`config.mk`:
```
export PLATFORM = sky130hd
export DESIGN_NAME = dmem_arbiter
export DESIGN_NICKNAME = d
export VERILOG_FILES = /design/src/rtl/dmem_arbiter_pkg.sv /design/src/rtl/dmem_arbiter.sv
export SDC_FILE = /design/constraint.sdc
export NUM_CORES = 1
export LEC_CHECK = 0
export ABC_AREA = 1
export ABC_CLOCK_PERIOD_IN_PS = 3700
export BUFFER_PORTS_ARGS = -buffer_cell sky130_fd_sc_hd__buf_2
export CORE_AREA = 3 3 71 73
export DETAILED_ROUTE_END_ITERATION = 8
export DIE_AREA = 0 0 74 76
export GPL_ROUTABILITY_DRIVEN = 0
export PLACE_DENSITY_LB_ADDON = 0.05
export SLEW_MARGIN = 20
export SYNTH_ARGS = -nofsm -noshare
export SYNTH_HDL_FRONTEND = slang
export SYNTH_SLANG_ARGS = --single-unit
```
`constraint.sdc`:
```
create_clock -name clk -period 3.7 [get_ports clk]
set_clock_uncertainty 0.1 [all_clocks]
set_input_delay 0.185 -clock clk [delete_from_list [all_inputs] [get_ports clk]]
set_output_delay 0.185 -clock clk [all_outputs]
set_load 0.02 [all_outputs]
```
`src/rtl/dmem_arbiter_pkg.sv`:
```
// Shared definitions for the data-memory arbiter: address width and FSM state type.
package MiniLab_defs;

  localparam int unsigned DMEM_DEPTH = 8;

  typedef enum logic [1:0] {
    ARB    = 2'd0,
    LOCK_A = 2'd1,
    LOCK_B = 2'd2
  } dmem_arb_state_t;

endpackage

```
`src/rtl/dmem_arbiter.sv`:
```
// Two-port data-memory arbiter: A-priority with starvation guard, optional lock, 1-cycle read return.
// Define DMEM_ARB_RR_EN to replace fixed priority in ARB with round-robin.
module dmem_arbiter
  import MiniLab_defs::*;
#(
  parameter int unsigned STARVE_LIMIT = 8,
  parameter int unsigned CNT_W        = 4
) (
  input  logic                  clk,
  input  logic                  rst_n,
  input  logic                  a_req_i,
  input  logic                  a_we_i,
  input  logic                  a_lock_i,
  input  logic [DMEM_DEPTH-1:0] a_addr_i,
  input  logic [15:0]           a_wdata_i,
  output logic                  a_gnt_o,
  output logic                  a_rvalid_o,
  output logic [15:0]           a_rdata_o,
  input  logic                  b_req_i,
  input  logic                  b_we_i,
  input  logic                  b_lock_i,
  input  logic [DMEM_DEPTH-1:0] b_addr_i,
  input  logic [15:0]           b_wdata_i,
  output logic                  b_gnt_o,
  output logic                  b_rvalid_o,
  output logic [15:0]           b_rdata_o,
  output logic                  mem_we_o,
  output logic [DMEM_DEPTH-1:0] mem_addr_o,
  output logic [15:0]           mem_wdata_o,
  input  logic [15:0]           mem_rdata_i
);

  dmem_arb_state_t state_q, state_d;
  logic [CNT_W-1:0] starve_cnt;
  logic             a_rvalid_q, b_rvalid_q;
  logic             a_own, b_own, arb_a, arb_b, gnt_a, gnt_b;

`ifdef DMEM_ARB_RR_EN
  logic last_b;

  always_comb begin
    arb_a = a_req_i && (!b_req_i || last_b);
    arb_b = b_req_i && (!a_req_i || !last_b);
  end
`else
  logic force_b;

  always_comb begin
    force_b = b_req_i && (starve_cnt >= CNT_W'(STARVE_LIMIT));
    arb_b   = force_b || (b_req_i && !a_req_i);
    arb_a   = a_req_i && !force_b;
  end
`endif

  // A lock only holds while its owner keeps both req and lock high; otherwise the cycle is arbitrated.
  always_comb begin
    a_own = (state_q == LOCK_A) && a_req_i && a_lock_i;
    b_own = (state_q == LOCK_B) && b_req_i && b_lock_i;
    gnt_a = 1'b0;
    gnt_b = 1'b0;
    if (rst_n) begin
      if (a_own) begin
        gnt_a = 1'b1;
      end else if (b_own) begin
        gnt_b = 1'b1;
      end else begin
        gnt_a = arb_a;
        gnt_b = arb_b;
      end
    end
  end

  always_comb begin
    state_d = ARB;
    if (gnt_a && a_lock_i) begin
      state_d = LOCK_A;
    end else if (gnt_b && b_lock_i) begin
      state_d = LOCK_B;
    end
  end

  assign a_gnt_o     = gnt_a;
  assign b_gnt_o     = gnt_b;
  assign mem_we_o    = (gnt_a && a_we_i) || (gnt_b && b_we_i);
  assign mem_addr_o  = gnt_b ? b_addr_i  : a_addr_i;
  assign mem_wdata_o = gnt_b ? b_wdata_i : a_wdata_i;

  // Reset masks a valid already sitting in the return register.
  assign a_rvalid_o = a_rvalid_q && rst_n;
  assign b_rvalid_o = b_rvalid_q && rst_n;

  always_ff @(posedge clk) begin
    if (!rst_n) begin
      state_q    <= ARB;
      starve_cnt <= '0;
      a_rvalid_q <= 1'b0;
      b_rvalid_q <= 1'b0;
      a_rdata_o  <= '0;
      b_rdata_o  <= '0;
`ifdef DMEM_ARB_RR_EN
      last_b     <= 1'b1;
`endif
    end else begin
      state_q <= state_d;
      if (state_q != LOCK_B) begin
        if (b_req_i && !gnt_b) begin
          if (starve_cnt != '1) begin
            starve_cnt <= starve_cnt + 1'b1;
          end
        end else begin
          starve_cnt <= '0;
        end
      end
      a_rvalid_q <= gnt_a && !a_we_i;
      b_rvalid_q <= gnt_b && !b_we_i;
      if (gnt_a && !a_we_i) begin
        a_rdata_o <= mem_rdata_i;
      end
      if (gnt_b && !b_we_i) begin
        b_rdata_o <= mem_rdata_i;
      end
`ifdef DMEM_ARB_RR_EN
      if (gnt_b) begin
        last_b <= 1'b1;
      end else if (gnt_a) begin
        last_b <= 1'b0;
      end
`endif
    end
  end

endmodule

```
# After elaboration in Yosys (flattened, before gate mapping)
# Cells that the tools add are included.
[op_classes]
n_addsub = 1
n_lt_le_gt_ge = 1
eq_ne = 5
n_mux = 12
bitwise_logic = 1
n_reduce_logical = 25
[ops]
columns = ["cell", "n"]
rows = [
  ["logical AND 1 bit", 16],
  ["2-to-1 mux 16 bit", 1],
  ["2-to-1 mux 4 bit", 2],
  ["2-to-1 mux 8 bit", 1],
  ["2-to-1 mux 1 bit", 7],
  ["zero test 1 bit", 5],
  ["adder 4 x 1 -> 4 bit, second input constant", 1],
  ["greater-or-equal comparator 4 bit, second input constant", 1],
  ["!= test 4 bit, second input constant", 1],
  ["equality test 2 x 1 -> 1 bit, second input constant", 1],
  ["equality test 2 bit, second input constant", 1],
  ["logical OR 1 bit", 2],
  ["2-to-1 mux 2 bit", 1],
  ["!= test 2 x 1 -> 1 bit, second input constant", 1],
  ["!= test 2 bit, second input constant", 1],
  ["AND reduction 2 bit", 1],
  ["OR reduction 2 bit", 1],
  ["inverter 1 bit", 1],
]
[totals]
regBits = 40
input_bits = 72
output_inout_bits = 61
elab_cells = 52

# Logic depth before layout (Yosys ltp)
# Gate-level depths: netlist (run 1).
[depth]
word_depth = 10
mapped_depth = 11
ltp_nobuf = 10

# Least setup slack after synthesis (run 1)
# No wires, ideal clock.
[synth_path]
path_type = "register to output"
start = "register state_q[1]"
end = "output port mem_addr_o[6]"
arrival_ns = 1.223
required_time_ns = 3.415
slack_ns = 2.192
path_stages_with_launch = 10
n_path_buf = 1
cell_sequence = "dfxtp_1 inv_1 nor2_1 nand2_2 nand2_2 nand2_4 inv_8 buf_2 nand2_1 nand2_1"
[synth_between]
elab_chain_cells = 7
elab_cells_between_ends = 10
classes_between = "eq/ne (2); mux (4); reduce/logical (4)"
[synth_lines]
columns = ["element", "line", "rtl"]
rows = [
  ["start, declared", "dmem_arbiter.sv:33", "dmem_arb_state_t state_q, state_d;"],
  ["start signal, assigned", "dmem_arbiter.sv:104", "state_q <= state_d;"],
  ["equality test 2 bit", "dmem_arbiter.sv:58", "b_own = (state_q == LOCK_B) && b_req_i && b_lock_i;"],
  ["logical AND 1 bit (2 in series)", "dmem_arbiter.sv:58", ""],
  ["2-to-1 mux 1 bit", "dmem_arbiter.sv:64", "end else if (b_own) begin"],
  ["2-to-1 mux 1 bit (*)", "dmem_arbiter.sv:62", "if (a_own) begin"],
  ["2-to-1 mux 1 bit (*)", "dmem_arbiter.sv:61", "if (rst_n) begin"],
  ["via b_gnt_o", "dmem_arbiter.sv:24", "output logic b_gnt_o,"],
  ["2-to-1 mux 8 bit (*)", "dmem_arbiter.sv:85", "assign mem_addr_o = gnt_b ? b_addr_i : a_addr_i;"],
  ["end, declared", "dmem_arbiter.sv:28", "output logic [DMEM_DEPTH-1:0] mem_addr_o,"],
]
# Mark *: on every way through the listed nets, which the timed path passes. The rest lies on a longest branch.

# Final worst setup path (run 1)
[layout_path]
start = "input port rst_n"
end = "output port mem_wdata_o[10]"
[layout_between]
elab_chain_cells = 2
[layout_lines]
columns = ["element", "line", "rtl"]
rows = [
  ["start, declared", "dmem_arbiter.sv:10", "input logic rst_n,"],
  ["2-to-1 mux 1 bit", "dmem_arbiter.sv:61", ""],
  ["2-to-1 mux 16 bit", "dmem_arbiter.sv:86", "assign mem_wdata_o = gnt_b ? b_wdata_i : a_wdata_i;"],
  ["end, declared", "dmem_arbiter.sv:29", "output logic [15:0] mem_wdata_o,"],
]
# No other way between the ends.

==> run metrics, run 1 <==
outcome finished, final reports clean; Reg-to-Reg Start state_q[1]$_SDFF_PP0_; Placed Cells incl. Taps roughly 460; Post-CTS Setup Inserts 0; worst relative slew slack 68.0%; pwr dens ~360 nW/um2; Hold Path End a_rdata_o[6]$_SDFFE_PN0P_; Final Hold Viols 0; drt first-iter violations 73; reg-to-reg endpoint b_rdata_o[1]$_SDFFE_PN0P_; TritonRoute pass-1 iters 5; net count after synthesis 367; DP Worst Slack 1420 ps; Seq cells post-synth 40; clock sink count 40; die height 76 um; Slew Limit Fails 0; Post-DRT Antenna Nets 0; DIE WIDTH about 74 um; Cell Area, Placed 2620 um2; TritonCTS clock tree built; hpwl dp 4.29 mm; worst path cell trace buf_2, inv_2, nor2_2, nand2_4, inv_8, nand2_1, nand2_1, buf_2; VDD IR-drop max between 0.2 and 0.3 mV; Post-CTS Hold Buffers 0; wire per inst around 12 um; Clock Tree Buf Depth 2; RSZ-0062 raised after global routing no; CP peak stage delay around 390 ps; # rows 24; WP data required 3410 ps; Setup Viol. Count Final 0; pin slew with the least headroom to its limit 480 ps; post-cts sizing count 0; type of origin of the critical path input pin; Crit. End Element output pin; leakage power 1.55 nW; CTS clk-pin slew, worst paths 70 ps; final wirelength 5.56 mm; Placeable Area 4410 um2; Worst R2R Path Depth 10; die footprint 5620 um2; Design Power 0.000968 W; Setup TNS Final 0 ps; post-route cell area ~2700 um2; final period utilization 57.9%; n_diodes 0; Hold Crit Class in -> reg; setup ws final ~1600 ps; antenna violations before repair 0; I/O Buffers 132; H-tree depth 2; gr usage total a little under a fifth; share of cells above drive strength 1 between 40% and 50%; root buf cell clkbuf_8; achievable frequency around 470 MHz; Syn Inst Count between 200 and 300; Initial Util a little under half; Non-Filler Instances between 400 and 500; total CTS buffers 5; Slowest-stage cell, CP buf_2; # IOs 133; Via Count around 2200; max cap viols 0; syn avg cell area 6.79 um2; Final Net Count about 490; # DRC 0; YS warnings 0; r2r setup slk 1920 ps; first-pass GRT wire length approximately 8.6 mm; Hold Crit Start mem_rdata_i[6]; Crit Path Max Fanout 31; Synth cell types 25; area delta synth->final 36.4%; post-synthesis sequential area ratio between 40% and 50%; largest net degree at the start of global routing 32; fin crit period ~2100 ps; Arr. time, crit path 1860 ps; worst hold path depth 3; Cell Area, Synth 1990 um2; Worst Setup Path Type in -> out; DR vias/cell 4.65; vias in the first global route about 1900; total global routing overflow 0; clk_lat worst skew 280 ps
-- critical path, delay by kind of cell --
family / cells / cell delay (ps)
buffers and inverters: 4 / 1070
and+or+nand+nor: 4 / 590
-- sequential cells by signal (all words and copies together) (netlist names) --
name and flops:
b_rdata_o 16, a_rdata_o 16, state_q 2, a_rvalid_q 1, starve_cnt 4, b_rvalid_q 1
-- cells by family (layout without fill, tap and decap cells) --
logic type	Yosys count	in the layout	synth area share (%)
adders and majority gates	2	2	1.26
and+or+nand+nor	198	198	42.1
DFF	40	40	40.3
buffers and inverters	33	159	9.37
AOI/OAI and AO/OA	20	20	6.98
-- how the worst max path moves through the flow --
| stage | start | end | slack (ps) |
|---|---|---|---|
| after floorplan | state_q[1]$_SDFF_PP0_ | mem_addr_o[6] | 2190 |
| after global placement | rst_n | b_rdata_o[4]$_SDFFE_PN0P_ | 1500 |
| after detailed placement | rst_n | b_rdata_o[1]$_SDFFE_PN0P_ | 1420 |
| final | rst_n | mem_wdata_o[10] | 1560 |
| after CTS | rst_n | mem_wdata_o[10] | 1520 |
| after global routing | rst_n | mem_wdata_o[10] | 1350 |
-- cells in the mapped netlist, drive strengths merged --
library cell | instances | area [um2]
nor2 | 15 | 58.8
a21oi | 17 | 119
buf | 10 | 87.6
clkinv | 2 | 12.5
inv | 18 | 75.1
o22ai | 1 | 6.26
dfxtp | 40 | 801
nand3 | 23 | 128
o21ai | 2 | 13.8
ha | 2 | 25.0
nand2 | 160 | 652
clkbuf | 3 | 11.3
-- cells in the final DEF (no fill, tap or decap), types with 2 or more instances in the layout --
cell      count
nand3_1      22
nand2_1     147
a21oi_1       8
inv_2         2
nor2_1       14
ha_1          2
a21oi_2       9
dfxtp_1      40
buf_2       132
clkbuf_8      7
nand2_2      11
inv_1        15
-- area by class of cell --
| type | count | area, um2 |
|---|---|---|
| Timing Repair Buffer | 132 | 661 |
| Inverter | 20 | 87.6 |
| Multi-Input combinational cell | 220 | 1000 |
| Sequential cell | 40 | 801 |
| Clock buffer | 7 | 96.3 |
| Tap cell | 52 | 65.1 |
| Fill cell | 444 | 1700 |
-- routing by layer --
layer  track usage (%)  wire length [um]  up-vias
met5                 0                 0        -
met4              5.98                70        0
met3              5.01               646        7
met2              33.5              2610       97
met1              21.6              2230      933
li1                  -                 -     1151
-- metrics by stage --
step	util (%)	hold WS, ps
floorplan	-	195
global placement	59.3	301
detailed placement	59.3	305
CTS	61.5	6.64
global route	61.5	11.5
finish	61.5	15.1
-- where the power goes --
part / switching (W) / internal [W] / total [W] / leakage, nW
Sequential: 0.00000857 / 0.000448 / 0.000456 / 0.326
Combinational: 0.000131 / 0.0000767 / 0.000208 / 1.17
Clock: 0.000138 / 0.000166 / 0.000304 / 0.0503
No activity file was read; power rests on OpenSTA's default activity.
==> inputs of run 2 (changes only) <==
--- a/config.mk
+++ b/config.mk
@@ -6,11 +6,11 @@
 export NUM_CORES = 1
 export LEC_CHECK = 0
 export ABC_AREA = 1
-export ABC_CLOCK_PERIOD_IN_PS = 3700
+export ABC_CLOCK_PERIOD_IN_PS = 2200
 export BUFFER_PORTS_ARGS = -buffer_cell sky130_fd_sc_hd__buf_2
-export CORE_AREA = 3 3 71 73
+export CORE_AREA = 3 3 73 75
 export DETAILED_ROUTE_END_ITERATION = 8
-export DIE_AREA = 0 0 74 76
+export DIE_AREA = 0 0 76 78
 export GPL_ROUTABILITY_DRIVEN = 0
 export PLACE_DENSITY_LB_ADDON = 0.05
 export SLEW_MARGIN = 20
==> constraint.sdc (replaced) <==
create_clock -name clk -period 2.2 [get_ports clk]
set_clock_uncertainty 0.1 [all_clocks]
set_input_delay 0.11 -clock clk [delete_from_list [all_inputs] [get_ports clk]]
set_output_delay 0.11 -clock clk [all_outputs]
set_load 0.02 [all_outputs]
==> run 2 against run 1 <==
Net effect:
- register-to-register slack got worse by 1500 ps
- utilization is 0.11 points higher
- sequential share of layout area down 2.0 points
- count of clock-buffer cells in the layout shrank 1
- via count is 1.4% higher
- clock power is 48% higher
- sequential cell count unchanged
- sequential power is 68% higher
- critical path type unchanged
- critical endpoint is now mem_wdata_o[12]
- highest routed layer unchanged
==> run metrics, run 2 (synthesized netlist as in run 1, its figures left out) <==
outcome finished, final reports clean; Crit Path Max Fanout 31; reg-to-reg endpoint b_rdata_o[1]$_SDFFE_PN0P_; H-tree depth 2; Setup Viol. Count Final 0; Finished Core Util 61.6%; leakage power 1.62 nW; WP data required 1990 ps; # rows 25; area delta synth->final 46.2%; largest registers a_rdata_o: 16 flops, b_rdata_o: 16 flops, starve_cnt: 4 flops; total global routing overflow 0; Placeable Area approximately 4700 um2; Design Power 0.00160 W; Final Net Count 513; drt first-iter violations 72; Via Count 2218; Hold Path End starve_cnt[2]$_SDFFE_PN0P_; worst hold path depth 5; clock sink count 40; # DRC 0; Cell Area, Placed 2650 um2; Worst Setup Path Type in -> out; first-pass GRT wire length 9.56 mm; hpwl dp around 4.4 mm; RSZ-0062 raised after global routing no; worst relative slew slack 77.3%; VDD IR-drop max 0.372 mV; Final Hold Viols 0; clk_lat worst skew ~280 ps; vias in the first global route between 1500 and 2000; met3 Use GR 6.84%; pin slew with the least headroom to its limit 341 ps; Post-DRT Antenna Nets 0; Arr. time, crit path 1840 ps; root buf cell clkbuf_8; DR vias/cell 4.38; gr usage total roughly a fifth; achievable frequency 488 MHz; Initial Util 42.1%; share of cells above drive strength 1 38.5%; grt met2 use between 30% and 40%; largest net degree at the start of global routing 32; n_diodes 0; Hold Crit Start b_req_i; met1 Use GR 24.9%; Slew Limit Fails 0; # IOs 133; TritonRoute pass-1 iters 4; Clock Tree Buf Depth 2; DIE WIDTH ~76 um; Post-CTS Setup Inserts 0; Setup TNS Final 0 ps; Placed Cells incl. Taps approximately 480; type of origin of the critical path input pin; max cap viols 0; wire per inst between 10 and 15 um; Worst R2R Path Depth 8; die footprint 5930 um2; pwr dens 549 nW/um2; gr busiest metal met2; final wirelength 5.98 mm; CTS clk-pin slew, worst paths approximately 70 ps; Reg-to-Reg Start starve_cnt[3]$_SDFFE_PN0P_; die height 78 um; I/O Buffers 132; Non-Filler Instances about 510; Crit. End Element output pin; Hold Crit Class in -> reg; final period utilization 93.1%; fin crit period 2050 ps; TritonCTS clock tree built; antenna violations before repair 0; Layout fillers 441; post-route cell area 2910 um2; total CTS buffers 5; r2r setup slk between 400 and 500 ps; commonest non-fill, non-tap cell in the layout nand2_1; most frequent cells in the layout 147 x nand2_1, 132 x buf_2, 40 x dfxtp_1
==> run 2: metrics by stage <==
step	worst slack, ps	hold slack, ps
2_1_floorplan	767	120
3_3_place_gp	450	229
3_5_place_dp	411	228
4_1_cts	159	139
5_1_grt	22.5	196
6_report	152	141
==> run 2: area by class of cell <==
class | instances | area [um2] | share of cell area, %
multi-input combinational | 220 | 1000 | 34.5
inverter | 20 | 87.6 | 3.01
clock inverter | 1 | 5.00 | 0.172
sequential | 40 | 801 | 27.5
timing repair buffer | 152 | 856 | 29.4
tap | 67 | 83.8 | 2.88
clock buffer | 6 | 72.6 | 2.50
==> run 2: power by group <==
| group | switching (W) | internal, W | total, W | leakage, nW |
|---|---|---|---|---|
| logic | 0.000229 | 0.000152 | 0.000381 | 1.26 |
| clock network | 0.000233 | 0.000216 | 0.000449 | 0.0410 |
| registers | 0.0000149 | 0.000753 | 0.000767 | 0.326 |
| total | 0.000477 | 0.00112 | 0.00160 | 1.62 |
==> run 2: repair_timing <==
action                    4_1_cts  5_1_grt
resized for setup               0        0
hold buffers                   18        0
hold endpoints to repair       34        0
==> run 2: worst max-delay path by stage <==
stage / start / endpoint / slack, ps / depth (start not counted)
finish: a_lock_i / mem_wdata_o[12] / 150 / 10
global route: a_lock_i / mem_wdata_o[11] / 20 / 10
CTS: a_lock_i / mem_wdata_o[12] / 160 / 10
detailed placement: starve_cnt[3]$_SDFFE_PN0P_ / b_rdata_o[1]$_SDFFE_PN0P_ / 410 / 8
global placement: starve_cnt[3]$_SDFFE_PN0P_ / b_rdata_o[5]$_SDFFE_PN0P_ / 450 / 8
floorplan: state_q[1]$_SDFF_PP0_ / mem_addr_o[6] / 770 / 9
==> run 2: critical path, cell delays in order <==
cell           delay, ps
dlygate4sd3_1        540
buf_2                130
nand2_1               90
nor2_1                50
nor2_2               120
nand2_4              220
inv_8                230
nand2_1               70
nand2_1               60
buf_2                190
==> run 2: layer usage <==
metal  vias up  wire length, um
met1       923             2560
met3         8              600
met5         -                0
met4         0               61
li1       1188                -
met2        99             2750
==> inputs of run 3 (changes only) <==
--- a/config.mk
+++ b/config.mk
@@ -5,12 +5,12 @@
 export SDC_FILE = /design/constraint.sdc
 export NUM_CORES = 1
 export LEC_CHECK = 0
-export ABC_AREA = 1
+export ABC_AREA = 0
 export ABC_CLOCK_PERIOD_IN_PS = 2200
 export BUFFER_PORTS_ARGS = -buffer_cell sky130_fd_sc_hd__buf_2
-export CORE_AREA = 3 3 73 75
+export CORE_AREA = 3 3 79 81
 export DETAILED_ROUTE_END_ITERATION = 8
-export DIE_AREA = 0 0 76 78
+export DIE_AREA = 0 0 82 84
 export GPL_ROUTABILITY_DRIVEN = 0
 export PLACE_DENSITY_LB_ADDON = 0.05
 export SLEW_MARGIN = 20
==> run 3 against run 2 <==
Net effect:
- wire length rose by 7.1%
- via count decreased by 8.9%
- area after synthesis shrank 1.2%
- combinational power grew 12%
- largest power group unchanged
- sequential power fell by 0.5%
- clock power up 41%
==> run metrics, run 3 <==
antenna violations before repair 0; Final Hold Viols 0; net count after synthesis about 280; area delta synth->final 65.5%; DIE WIDTH 82 um; CTS clk-pin slew, worst paths 80 ps; max cap viols 0; root buf cell clkbuf_8; number of flops mapped to enable cells by yosys 0; I/O Buffers about 130; Cell Area, Synth a little under 2000 um2; Hold Crit Class in -> reg; gr usage total 17.0%; Seq cells post-synth 40; Final Net Count 437; # IOs between 100 and 150; Via Count 2020; Initial Util 35.5%; Worst Setup Path Type reg -> out; WP data required 1990 ps; cell with the most instances after synthesis nand2_1; final hold slack 58.8 ps; Setup Viol. Count Final 0; die footprint 6890 um2; outcome finished, final reports clean; n_diodes 0; Arr. time, crit path 1960 ps; post-synthesis sequential area ratio 40.7%; Synth top area share 40.7%; Clock Tree Buf Depth 2; achievable frequency ~460 MHz; syn avg cell area 9.50 um2; VDD IR-drop max 0.343 mV; fraction of registers with async set/reset 0%; Commonest cells post-synth 51 x nand2_1, 40 x dfxtp_1, 32 x mux2i_1, 24 x mux2_2; clock sink count 40; total global routing overflow 0; Cell Area, Placed 2720 um2; DR vias/cell 4.63; CP Buf/Inv Count 2; top cells by area, synth dfxtp_1 41%, mux2i_1 16%, mux2_2 14%; Post-DRT Antenna Nets 0; drt first-iter violations 45; Crit Path Max Fanout 13; ys flop type dfxtp_1; commonest non-fill, non-tap cell in the layout buf_2; YS warnings 0; largest net degree at the start of global routing 57; RSZ-0062 raised after global routing yes; worst relative slew slack around 65%; Synth cell types 33; hpwl dp 4.36 mm; pwr dens 561 nW/um2; most frequent cells in the layout 111 x buf_2, 51 x nand2_1, 38 x dfxtp_1; clk_lat worst skew just under 300 ps; final period utilization roughly 99%; post-route cell area 3250 um2; CP peak stage delay 340 ps; Slew Limit Fails 0; # DRC 0; TritonRoute pass-1 iters 4; Non-Filler Instances 436; largest registers a_rdata_o: 16 flops, b_rdata_o: 16 flops, starve_cnt: 4 flops; worst path cell trace a21o_1, a221oi_2, or2_4, buf_12, mux2_2, buf_2; Placeable Area 5540 um2; fin crit period 2170 ps; total CTS buffers 5; die height 84 um; Placed Cells incl. Taps between 400 and 500; Slowest-stage cell, CP dfxtp_2; leakage power ~1.6 nW; type of origin of the critical path register; share of cells above drive strength 1 50.8%; wire per inst ~15 um; TritonCTS clock tree built; Crit. End Element output pin; pin slew with the least headroom to its limit 520 ps; first-pass GRT wire length 9.21 mm; # rows 27; largest area contributor in the netlist dfxtp_1; final wirelength 6.41 mm; Syn Inst Count 207; delay-heaviest family, CP compound AO/OA/AOI/OAI gates; vias in the first global route 1901; H-tree depth 2
## run 3: cell types whose count changed after synthesis, sizes merged, moves of 3 or more
cell	before	now
nand2	160	51
mux2i	0	32
mux2	0	24
nand3	23	4
a21oi	17	5
inv	18	6
nor2	15	3
and2	0	5
buf	10	7
clkbuf	3	6
## run 3: cell type report
type | instances | area [um2]
inverter | 6 | 22.5
fill | 509 | 2290
tap | 72 | 90.1
timing repair buffer | 162 | 1100
clock inverter | 2 | 38.8
multi-input combinational | 148 | 1110
clock buffer | 6 | 82.6
sequential | 40 | 803
## run 3: where the power goes
group / switching, W / total [W] / leakage, nW / internal (W)
registers: 0.0000133 / 0.000763 / 0.326 / 0.000750
clock network: 0.000264 / 0.000635 / 0.0614 / 0.000371
logic: 0.000209 / 0.000426 / 1.20 / 0.000218
## run 3: final timing paths
path                               endpoint  cells after the start  slack (ps)                      start
setup / recovery              mem_addr_o[3]                      6          30      state_q[1]$_SDFF_PP0_
setup reg to reg  a_rdata_o[8]$_SDFFE_PN0P_                      6         410      state_q[1]$_SDFF_PP0_
hold reg to reg   a_rdata_o[2]$_SDFFE_PN0P_                      2         360  a_rdata_o[2]$_SDFFE_PN0P_
hold / removal        a_rvalid_q$_SDFF_PN0_                      3          60                    a_req_i
## run 3: metal layers
metal	GRT usage (%)	up-vias	part of all wire (%)
li1	-	1016	-
met2	28.7	65	51
met3	4.64	13	5.9
met1	21.3	926	41
met5	0	-	0
met4	3.63	0	2.1
## run 3: metrics by stage
step	setup WS [ps]	utilization [%]	TNS, ps	power, W
2_1_floorplan	253	-	0	0.000978
3_3_place_gp	297	49.1	0	0.00112
3_5_place_dp	277	49.1	0	0.00112
4_1_cts	-2.79	54.8	-2.79	0.00178
5_1_grt	-51.1	58.7	-490	0.00191
6_report	25.8	58.7	0	0.00182
## run 3: worst min-delay path: stages
cell,delay [ps]
buf_2,130
nand2_1,80
nor3_1,70
## run 3: cells by family after synthesis
| logic type | Yosys count | share of synthesized area [%] |
|---|---|---|
| buf+inv | 19 | 4.90 |
| simple gates | 72 | 15.9 |
| fa+ha+maj | 2 | 1.27 |
| compound gates | 18 | 7.13 |
| mux | 56 | 30.0 |
| flops | 40 | 40.7 |
## run 3: timing repair
action,in CTS,in global routing
resized for setup,2,49
setup buffers,0,3
hold buffers,19,0
pin swaps,0,2
hold endpoints to repair,33,0
setup endpoints to repair,24,24
gates cloned,0,2
